===== config.mk =====
export PLATFORM = sky130hd
export DESIGN_NAME = btn_matrix_scan
export DESIGN_NICKNAME = d
export VERILOG_FILES = /design/src/rtl/btn_scan_pkg.sv /design/src/rtl/evt_fifo.sv /design/src/rtl/btn_matrix_scan.sv
export SDC_FILE = /design/constraint.sdc
export NUM_CORES = 1
export LEC_CHECK = 0
export CAP_MARGIN = 20
export CORE_ASPECT_RATIO = 1.4
export CORE_UTILIZATION = 63
export CTS_CLUSTER_DIAMETER = 80
export DETAILED_ROUTE_END_ITERATION = 8
export PLACE_DENSITY_LB_ADDON = 0.25
export SYNTH_ARGS = -nofsm -noshare
export SYNTH_HDL_FRONTEND = slang
export SYNTH_SLANG_ARGS = --single-unit

===== constraint.sdc =====
create_clock -name clk -period 5.9 [get_ports clk]
set_clock_uncertainty 0.05 [all_clocks]
set_input_delay 0.59 -clock clk [delete_from_list [all_inputs] [get_ports clk]]
set_output_delay 0.59 -clock clk [all_outputs]
set_load 0.03 [all_outputs]

===== src/rtl/btn_scan_pkg.sv =====
// Shared types and helpers for the button-matrix scanner.
package btn_scan_pkg;

  function automatic int get_width(input int n);
    int w;
    for (w = 1; (1 << w) < n; w++) begin
    end
    return w;
  endfunction

  function automatic int evt_width(input int nkeys);
    return get_width(nkeys) + 1;
  endfunction

  typedef enum logic {
    IDLE = 1'b0,
    WALK = 1'b1
  } state_t;

endpackage


===== src/rtl/evt_fifo.sv =====
// First-word-fall-through sync FIFO for key events.
module evt_fifo
  import btn_scan_pkg::*;
#(
  parameter int WIDTH = 6,
  parameter int DEPTH = 4
) (
  input  logic             clk,
  input  logic             rst,
  input  logic             push,
  input  logic [WIDTH-1:0] din,
  input  logic             pop,
  output logic [WIDTH-1:0] dout,
  output logic             empty,
  output logic             full
);

  localparam int AW = get_width(DEPTH);

  logic [WIDTH-1:0] mem [DEPTH];
  logic [AW:0]      wr_ptr;
  logic [AW:0]      rd_ptr;
  logic             wr_en;
  logic             rd_en;

  // a full FIFO still takes a push when the head leaves the same cycle
  assign wr_en = push && (!full || pop);
  assign rd_en = pop && !empty;

  always_ff @(posedge clk) begin
    if (rst) begin
      wr_ptr <= '0;
      rd_ptr <= '0;
    end else begin
      wr_ptr <= wr_ptr + (AW+1)'(wr_en);
      rd_ptr <= rd_ptr + (AW+1)'(rd_en);
    end
  end

  always_ff @(posedge clk) begin
    if (wr_en) mem[wr_ptr[AW-1:0]] <= din;
  end

  assign dout  = mem[rd_ptr[AW-1:0]];
  assign empty = (wr_ptr == rd_ptr);
  assign full  = (wr_ptr[AW] != rd_ptr[AW]) &&
                 (wr_ptr[AW-1:0] == rd_ptr[AW-1:0]);

endmodule


===== src/rtl/btn_matrix_scan.sv =====
// Key-matrix scanner: column drive, per-key debounce, event FIFO.
module btn_matrix_scan
  import btn_scan_pkg::*;
#(
  parameter int CLK_FREQ   = 100,
  parameter int SCAN_US    = 20000,
  parameter int COLS       = 5,
  parameter int ROWS       = 4,
  parameter int DEBOUNCE   = 3,
  parameter int FIFO_DEPTH = 4,
  localparam int NKEYS     = COLS * ROWS,
  localparam int KEY_BITS  = get_width(NKEYS)
) (
  input  logic                clk,
  input  logic                rst,
  output logic [COLS-1:0]     btn_x,
  input  logic [ROWS-1:0]     btn_y,
  output logic [NKEYS-1:0]    key_state,
  output logic                evt_valid,
  input  logic                evt_ready,
  output logic [KEY_BITS-1:0] evt_code,
  output logic                evt_press,
  output logic                overflow
);

  localparam int CNT_BITS   = get_width(DEBOUNCE + 1);
  localparam int COUNT_SCAN = CLK_FREQ * SCAN_US;
  localparam int TICK_BITS  = get_width(COUNT_SCAN);
  localparam int COL_BITS   = get_width(COLS);
  localparam int ROW_BITS   = get_width(ROWS);
  localparam int EVT_W      = KEY_BITS + 1;

  state_t               state_q;
  state_t               state_d;
  logic [TICK_BITS-1:0] tick_cnt;
  logic                 tick;
  logic [COL_BITS-1:0]  col_q;
  logic [COL_BITS-1:0]  cur_col;
  logic [ROWS-1:0]      samp;
  logic [ROW_BITS-1:0]  row_idx;
  logic [CNT_BITS-1:0]  cnt [NKEYS];
  logic [KEY_BITS-1:0]  key;
  logic                 s;
  logic                 walking;
  logic                 differ;
  logic                 hit;
  logic                 push;
  logic                 pop;
  logic                 full;
  logic                 empty;
  logic [EVT_W-1:0]     dout;
  logic                 last_row;

  assign tick = (tick_cnt == TICK_BITS'(COUNT_SCAN - 1));

  always_ff @(posedge clk) begin
    if (rst)       tick_cnt <= '0;
    else if (tick) tick_cnt <= '0;
    else           tick_cnt <= tick_cnt + TICK_BITS'(1);
  end

  assign btn_x = ~(COLS'(1) << col_q);

  assign key      = KEY_BITS'(int'(cur_col) * ROWS + int'(row_idx));
  assign s        = samp[row_idx];
  assign walking  = (state_q == WALK);
  assign differ   = (s != key_state[key]);
  assign hit      = (cnt[key] == CNT_BITS'(DEBOUNCE - 1));
  assign push     = walking && differ && hit;
  assign last_row = (row_idx == ROW_BITS'(ROWS - 1));

  always_comb begin
    state_d = state_q;
    unique case (1'b1)
      (state_q == IDLE): if (tick)     state_d = WALK;
      (state_q == WALK): if (last_row) state_d = IDLE;
      default: state_d = IDLE;
    endcase
  end

  always_ff @(posedge clk) begin
    if (rst) state_q <= IDLE;
    else     state_q <= state_d;
  end

  // sampling the old column lets each new column settle a full interval
  always_ff @(posedge clk) begin
    if (rst) begin
      col_q     <= '0;
      cur_col   <= '0;
      samp      <= '0;
      row_idx   <= '0;
      key_state <= '0;
      cnt       <= '{default: '0};
      overflow  <= 1'b0;
    end else begin
      if (!walking && tick) begin
        samp    <= ~btn_y;
        cur_col <= col_q;
        col_q   <= (col_q == COL_BITS'(COLS - 1)) ?
                   '0 : col_q + COL_BITS'(1);
        row_idx <= '0;
      end
      if (walking) begin
        row_idx <= row_idx + ROW_BITS'(1);
        if (!differ) begin
          cnt[key] <= '0;
        end else if (hit) begin
          key_state[key] <= s;
          cnt[key]       <= '0;
        end else begin
          cnt[key] <= cnt[key] + CNT_BITS'(1);
        end
      end
      if (push && full && !pop) overflow <= 1'b1;
    end
  end

  assign evt_valid = !empty;
  assign pop       = evt_valid && evt_ready;
  assign evt_code  = evt_valid ? dout[EVT_W-1:1] : '0;
  assign evt_press = evt_valid & dout[0];

  evt_fifo #(
    .WIDTH (EVT_W),
    .DEPTH (FIFO_DEPTH)
  ) u_fifo (
    .clk   (clk),
    .rst   (rst),
    .push  (push),
    .din   ({key, s}),
    .pop   (pop),
    .dout  (dout),
    .empty (empty),
    .full  (full)
  );

endmodule


* After elaboration in Yosys (flattened, before gate mapping)
Memory sizes are Yosys's and may differ from the RTL's. A register that Yosys moved wholly into a read port is not among the register bits.
Cells that the tools add are included.
** Storage, ports and cells
- Memories :: 1
- Word-level logic and storage cells :: 103
- Output and inout port bits :: 33
- Register bits :: 101
- Input port bits :: 7
- RAM bits :: 24
** Cells by class
- Reductions and logical operators :: 19
- Order comparisons :: 5
- Eq/ne operators :: 8
- Mux-type cells :: 25
- $add $sub $neg :: 7
- Shift operators :: 1
- Bitwise logic cells :: 7
** Memories
- u_fifo.mem :: depth 4, bits a word 6, read ports 1, clocked after Yosys merged registers in 1, wr ports 1, RTL line evt_fifo.sv:20 : logic [WIDTH-1:0] mem [DEPTH];
** Operators by type and width (number)
- $mux 40 :: 2
- $and 40x40->40 :: 1
- $bwmux 40 :: 1
- $not 40->40 :: 1
- $add 21x1->21 const B :: 1
- $eq 21x21->1 const B :: 1
- $bwmux 20 :: 1
- $mux 2 :: 6
- $logic_and 1x1->1 :: 11
- $bmux 2 s5 :: 1
- $demux 2 s5 :: 1
- $mux 1 :: 7
- $add 3x1->3 :: 2
- $ge 6x6->1 const B :: 1
- $lt 5x6->1 const B :: 1
- $lt 6x1->1 const B :: 1
- $not 5->6 :: 1
- $add 5x2->5 :: 1
- $bmux 1 s5 :: 1
- $demux 1 s5 :: 1
- $ge 5x1->1 const B :: 1
- $mux 5 :: 1
- $not 5->5 :: 1
- $shl 1x3->5 const A :: 1
- other kinds (19) :: 25

* Logic depth before layout (Yosys ltp)
- Depth in word-level cells :: 10
- Gate-level depth with buffers :: 16

* Hierarchy
From an unflattened synthesis, not the netlist that was laid out.
** Unflattened totals
- Cells, all modules :: 617
- Area total of the unflattened synthesis :: 6130.9 µm²
** Modules (own cells, without submodules)
- btn_matrix_scan :: instances 1, seq. area each 1901.8 µm², area an instance 4882.2 µm², cells an instance 553
- evt_fifo :: instances 1, seq. area each 840.8 µm², area an instance 1248.7 µm², cells an instance 64

* Worst setup path after synthesis
Ideal clock, no wire load.
- Path kind :: flip-flop to flip-flop
- From :: register row_idx[1]
- To :: memory u_fifo.mem[2][0] (enable)
- Arrival time :: 3.121 ns
- Period minus slack after synthesis :: 3.549 ns
- Data required time :: 5.472 ns
- Slack :: 2.351 ns
- Stages on the path, launching flop included :: 12
- Path through :: dfxtp_1 buf_2 buf_2 buf_2 mux4_2 a21oi_1 nand2_1 inv_1 ha_1 nand2_1 or4b_1 nor3b_1
** On the way
- Cells in the longest elaborated chain, start to end :: 10
** Ends and longest elaborated chain
- from (decl) :: RTL line btn_matrix_scan.sv:40 : logic [ROW_BITS-1:0] row_idx;
- from (signal assigned) :: RTL line btn_matrix_scan.sv:105 : row_idx <= row_idx + ROW_BITS'(1);
- $add 5x2->5 :: RTL line btn_matrix_scan.sv:64 : assign key = KEY_BITS'(int'(cur_col) * ROWS + int'(row_idx));
- $not 5->6 (implied by the code) :: RTL line btn_matrix_scan.sv:68 : assign hit = (cnt[key] == CNT_BITS'(DEBOUNCE - 1));
- $bmux 2 s5 :: RTL line btn_matrix_scan.sv:68
- $mux 2 (implied by the code) (2 in series) :: RTL line btn_matrix_scan.sv:68
- $eq 2x2->1 :: RTL line btn_matrix_scan.sv:68
- $logic_and 1x1->1 (*) :: RTL line btn_matrix_scan.sv:69 : assign push = walking && differ && hit;
- $logic_and 1x1->1 (*) :: RTL line evt_fifo.sv:27 : assign wr_en = push && (!full || pop);
- $mux 1 (*) :: RTL line evt_fifo.sv:41 : if (wr_en) mem[wr_ptr[AW-1:0]] <= din;
- $mux 1 (implied by the code) (*) :: RTL line evt_fifo.sv:41
- to (decl) :: RTL line evt_fifo.sv:20
Every way passes the cells marked *; elsewhere a longest branch is shown, timed or not. The select of a mux whose other input is x is not followed.

* Final worst setup path
- From :: register row_idx[1]
- To :: memory u_fifo.mem[2][4] (enable)
The elaborated chain is that of the path after synthesis.

==> impl_metrics.tcl <==
set metrics [dict create \
    status "complete, no violations" \
    required_ns 5.89 \
    tightest_slew_ns 1.04 \
    insertion_delay_ns 0.41 \
    drive_above_1_share 0.107 \
    boundaryPins 40 \
    dieArea_mm2 0.00959 \
    critPathMaxFanout 17 \
    startpoint "row_idx[1]" \
    synthCells 591 \
    min_from "cnt[4]" \
    antenna_found_initial 0 \
    met2_length_um 6990 \
    synth_nets 613 \
    timing.rr.start "row_idx[1]" \
    post_cts_buffers 0 \
    p_total_uw 2000 \
    drt_iter0_markers 469 \
    finalHoldWorstSlack_ns 0.419 \
    cts-hold-fix-buffers 0 \
    drc 0 \
    grt_util_all_layers 0.289 \
    vias 4676 \
    antenna_left 0 \
    n_antenna_cell 0 \
    peakVddDrop_uv 252 \
    timing.slew.headroom 0.303 \
    hp-class "reg2reg" \
    worstSetupPathType "reg2reg" \
    dr.pass1.iters 5 \
    worstPathArrival_ns 4.51 \
    core-area_mm2 0.00898 \
    cts_resized 0 \
    finalCriticalPeriod_ns 4.52 \
    multiInputGateArea_mm2 0.00282 \
    dpl.hpwl_um 9110 \
    placementRows 41 \
    final.setup.tns_ns 0 \
    rsz0062_at_grt "false" \
    area_growth_pct 17.6 \
    drt-met1-wl_um 5070 \
    hold_depth 2 \
    yosysWarnings 0 \
    ys_types 52 \
    totalWireLength_um 13300 \
    cts_tree "done" \
    overflow 0 \
    final_common_cell "dfxtp_1" \
    wl_per_cell_um 18.1 \
    gp_congestion 0.885 \
    dieHeight_um 115 \
    grt_pass1_vias 4620 \
    cts-root-buf "clkbuf_16" \
    die_x_um 83.1 \
    rrSetupSlack_ns 1.38 \
    hold_viol_final 0 \
    timing.final.crit_share 0.766 \
    min_to "cnt[4]" \
    clock-sinks 125 \
    clock.fmax_mhz 221 \
    numPortBuffers 39 \
    clockBufferDepth 2 \
    cts_buffers 17 \
    layout_common_cells "101 x dfxtp_1, 71 x nand2_1, 58 x nor2_1, 44 x nand3_1, 39 x clkdlybuf4s50_1" \
    synth_edf_count 24 \
    grt_max_degree 47 \
    syn_avg_cell_area_um2 9.80 \
    reg2reg_depth 6 \
    wl_met3_um 783 \
    setup_violations 0 \
    filler_cell_count 589 \
    dr.max_layer_used "met4" \
    start_util 0.645 \
    r2r_end "u_fifo.mem[2][4]" \
    synth_area_mm2 0.00579 \
    setup.worst_path.start_class "register" \
    synth_ff_type "dfxtp_1" \
    grt_pass1_wl_um 21700 \
    regArea_mm2 0.00274 \
    drv_slew 0 \
    seq_area_frac_synth 0.473 \
    cp-end-kind "register" \
    utilization 0.759 \
    h-tree-depth 4 \
    vias_per_cell 6.38 \
    async_reset_ff_frac 0 \
    leakage_uw 0.00227 \
    cap_viol_max_count 0 \
    ys_seq_elements 125 \
    power.density_mw_per_mm2 294 \
    nNetsFinal 635 \
    clk_pin_slew_ns 0.06 \
]
[cells by family (layout without fill, tap and decap cells)]
family / Yosys count / after routing / share of synthesized area
flip-flops: 125 / 125 / 0.473
AO/OA/AOI/OAI: 108 / 108 / 0.138
AND/OR/NAND/NOR: 226 / 226 / 0.184
buffers and inverters: 56 / 91 / 0.0397
multiplexers: 36 / 36 / 0.0954
adder cells (fa/ha/maj): 15 / 15 / 0.0324
XOR/XNOR: 25 / 25 / 0.0378
[metrics by stage]
| stage | instances | setup WS [ns] | area (µm²) |
|---|---|---|---|
| 3_5_place_dp | 700 | 1.48 | 6170 |
| 4_1_cts | 732 | 1.46 | 6810 |
| 2_1_floorplan | 591 | 2.35 | 5790 |
| 3_3_place_gp | 700 | 1.68 | 6170 |
| 6_report | 733 | 1.38 | 6810 |
| 5_1_grt | 733 | 1.03 | 6810 |
[worst max-delay path by stage]
stage,to,slack [ns],cells after the start
after floorplan,u_fifo.mem[2][0],2.35,11
after global placement,u_fifo.mem[2][4],1.68,6
after detailed placement,u_fifo.mem[2][3],1.48,6
after CTS,u_fifo.mem[2][4],1.46,6
after global routing,u_fifo.mem[1][5],1.03,6
final,u_fifo.mem[2][4],1.38,6
[Yosys cell counts, drive strengths merged, types with 12 or more instances]
cell type    n  area (µm²)
buf         14        72.6
clkbuf      27         101
dfxtp      101        2020
edfxtp      24         721
ha          15         188
inv         15        56.3
mux2i       17         170
mux4        15         338
nand2       71         267
nand3       44         220
nor2        58         218
nor2b       12        75.1
o21ai       13        65.1
o22ai       26         163
o31ai       25         228
xor2        14         123
[flip-flops by register name, summed over array words and instances (netlist names)]
| signal | cells |
|---|---|
| cnt | 40 |
| col_q | 3 |
| cur_col | 3 |
| key_state | 20 |
| overflow | 1 |
| row_idx | 2 |
| samp | 4 |
| state_q | 1 |
| tick_cnt | 21 |
| u_fifo.mem | 24 |
| u_fifo.rd_ptr | 3 |
| u_fifo.wr_ptr | 3 |
[cell type report]
type / instances / area share
Timing Repair Buffer: 44 / 0.0628
Inverter: 15 / 0.00826
Multi-Input combinational cell: 410 / 0.414
Tap cell: 107 / 0.0197
Clock inverter: 12 / 0.0285
Clock buffer: 20 / 0.0641
Sequential cell: 125 / 0.403
[worst max-delay path, cell delays in order, from the launching register on]
cell and delay [ns]:
dfxtp_1 0.86, mux2_2 0.41, o21ai_1 0.80, inv_1 0.49, o21ai_1 0.26, or4b_1 0.55
nor3b_1 0.72
[where the power goes]
group / switching, µW / total, µW / internal, µW
Sequential: 1.74 / 871 / 869
Clock: 363 / 1110 / 746
Combinational: 17.5 / 24.2 / 6.72
Total: 382 / 2000 / 1620
[per-layer routing]
layer / global-route usage / vias to the layer above
met1: 0.315 / 2251
met5: 0 / -
met3: 0.0705 / 43
met4: 0.141 / 0
met2: 0.527 / 180
li1: - / 2202
(Power assumes the default switching activity.)
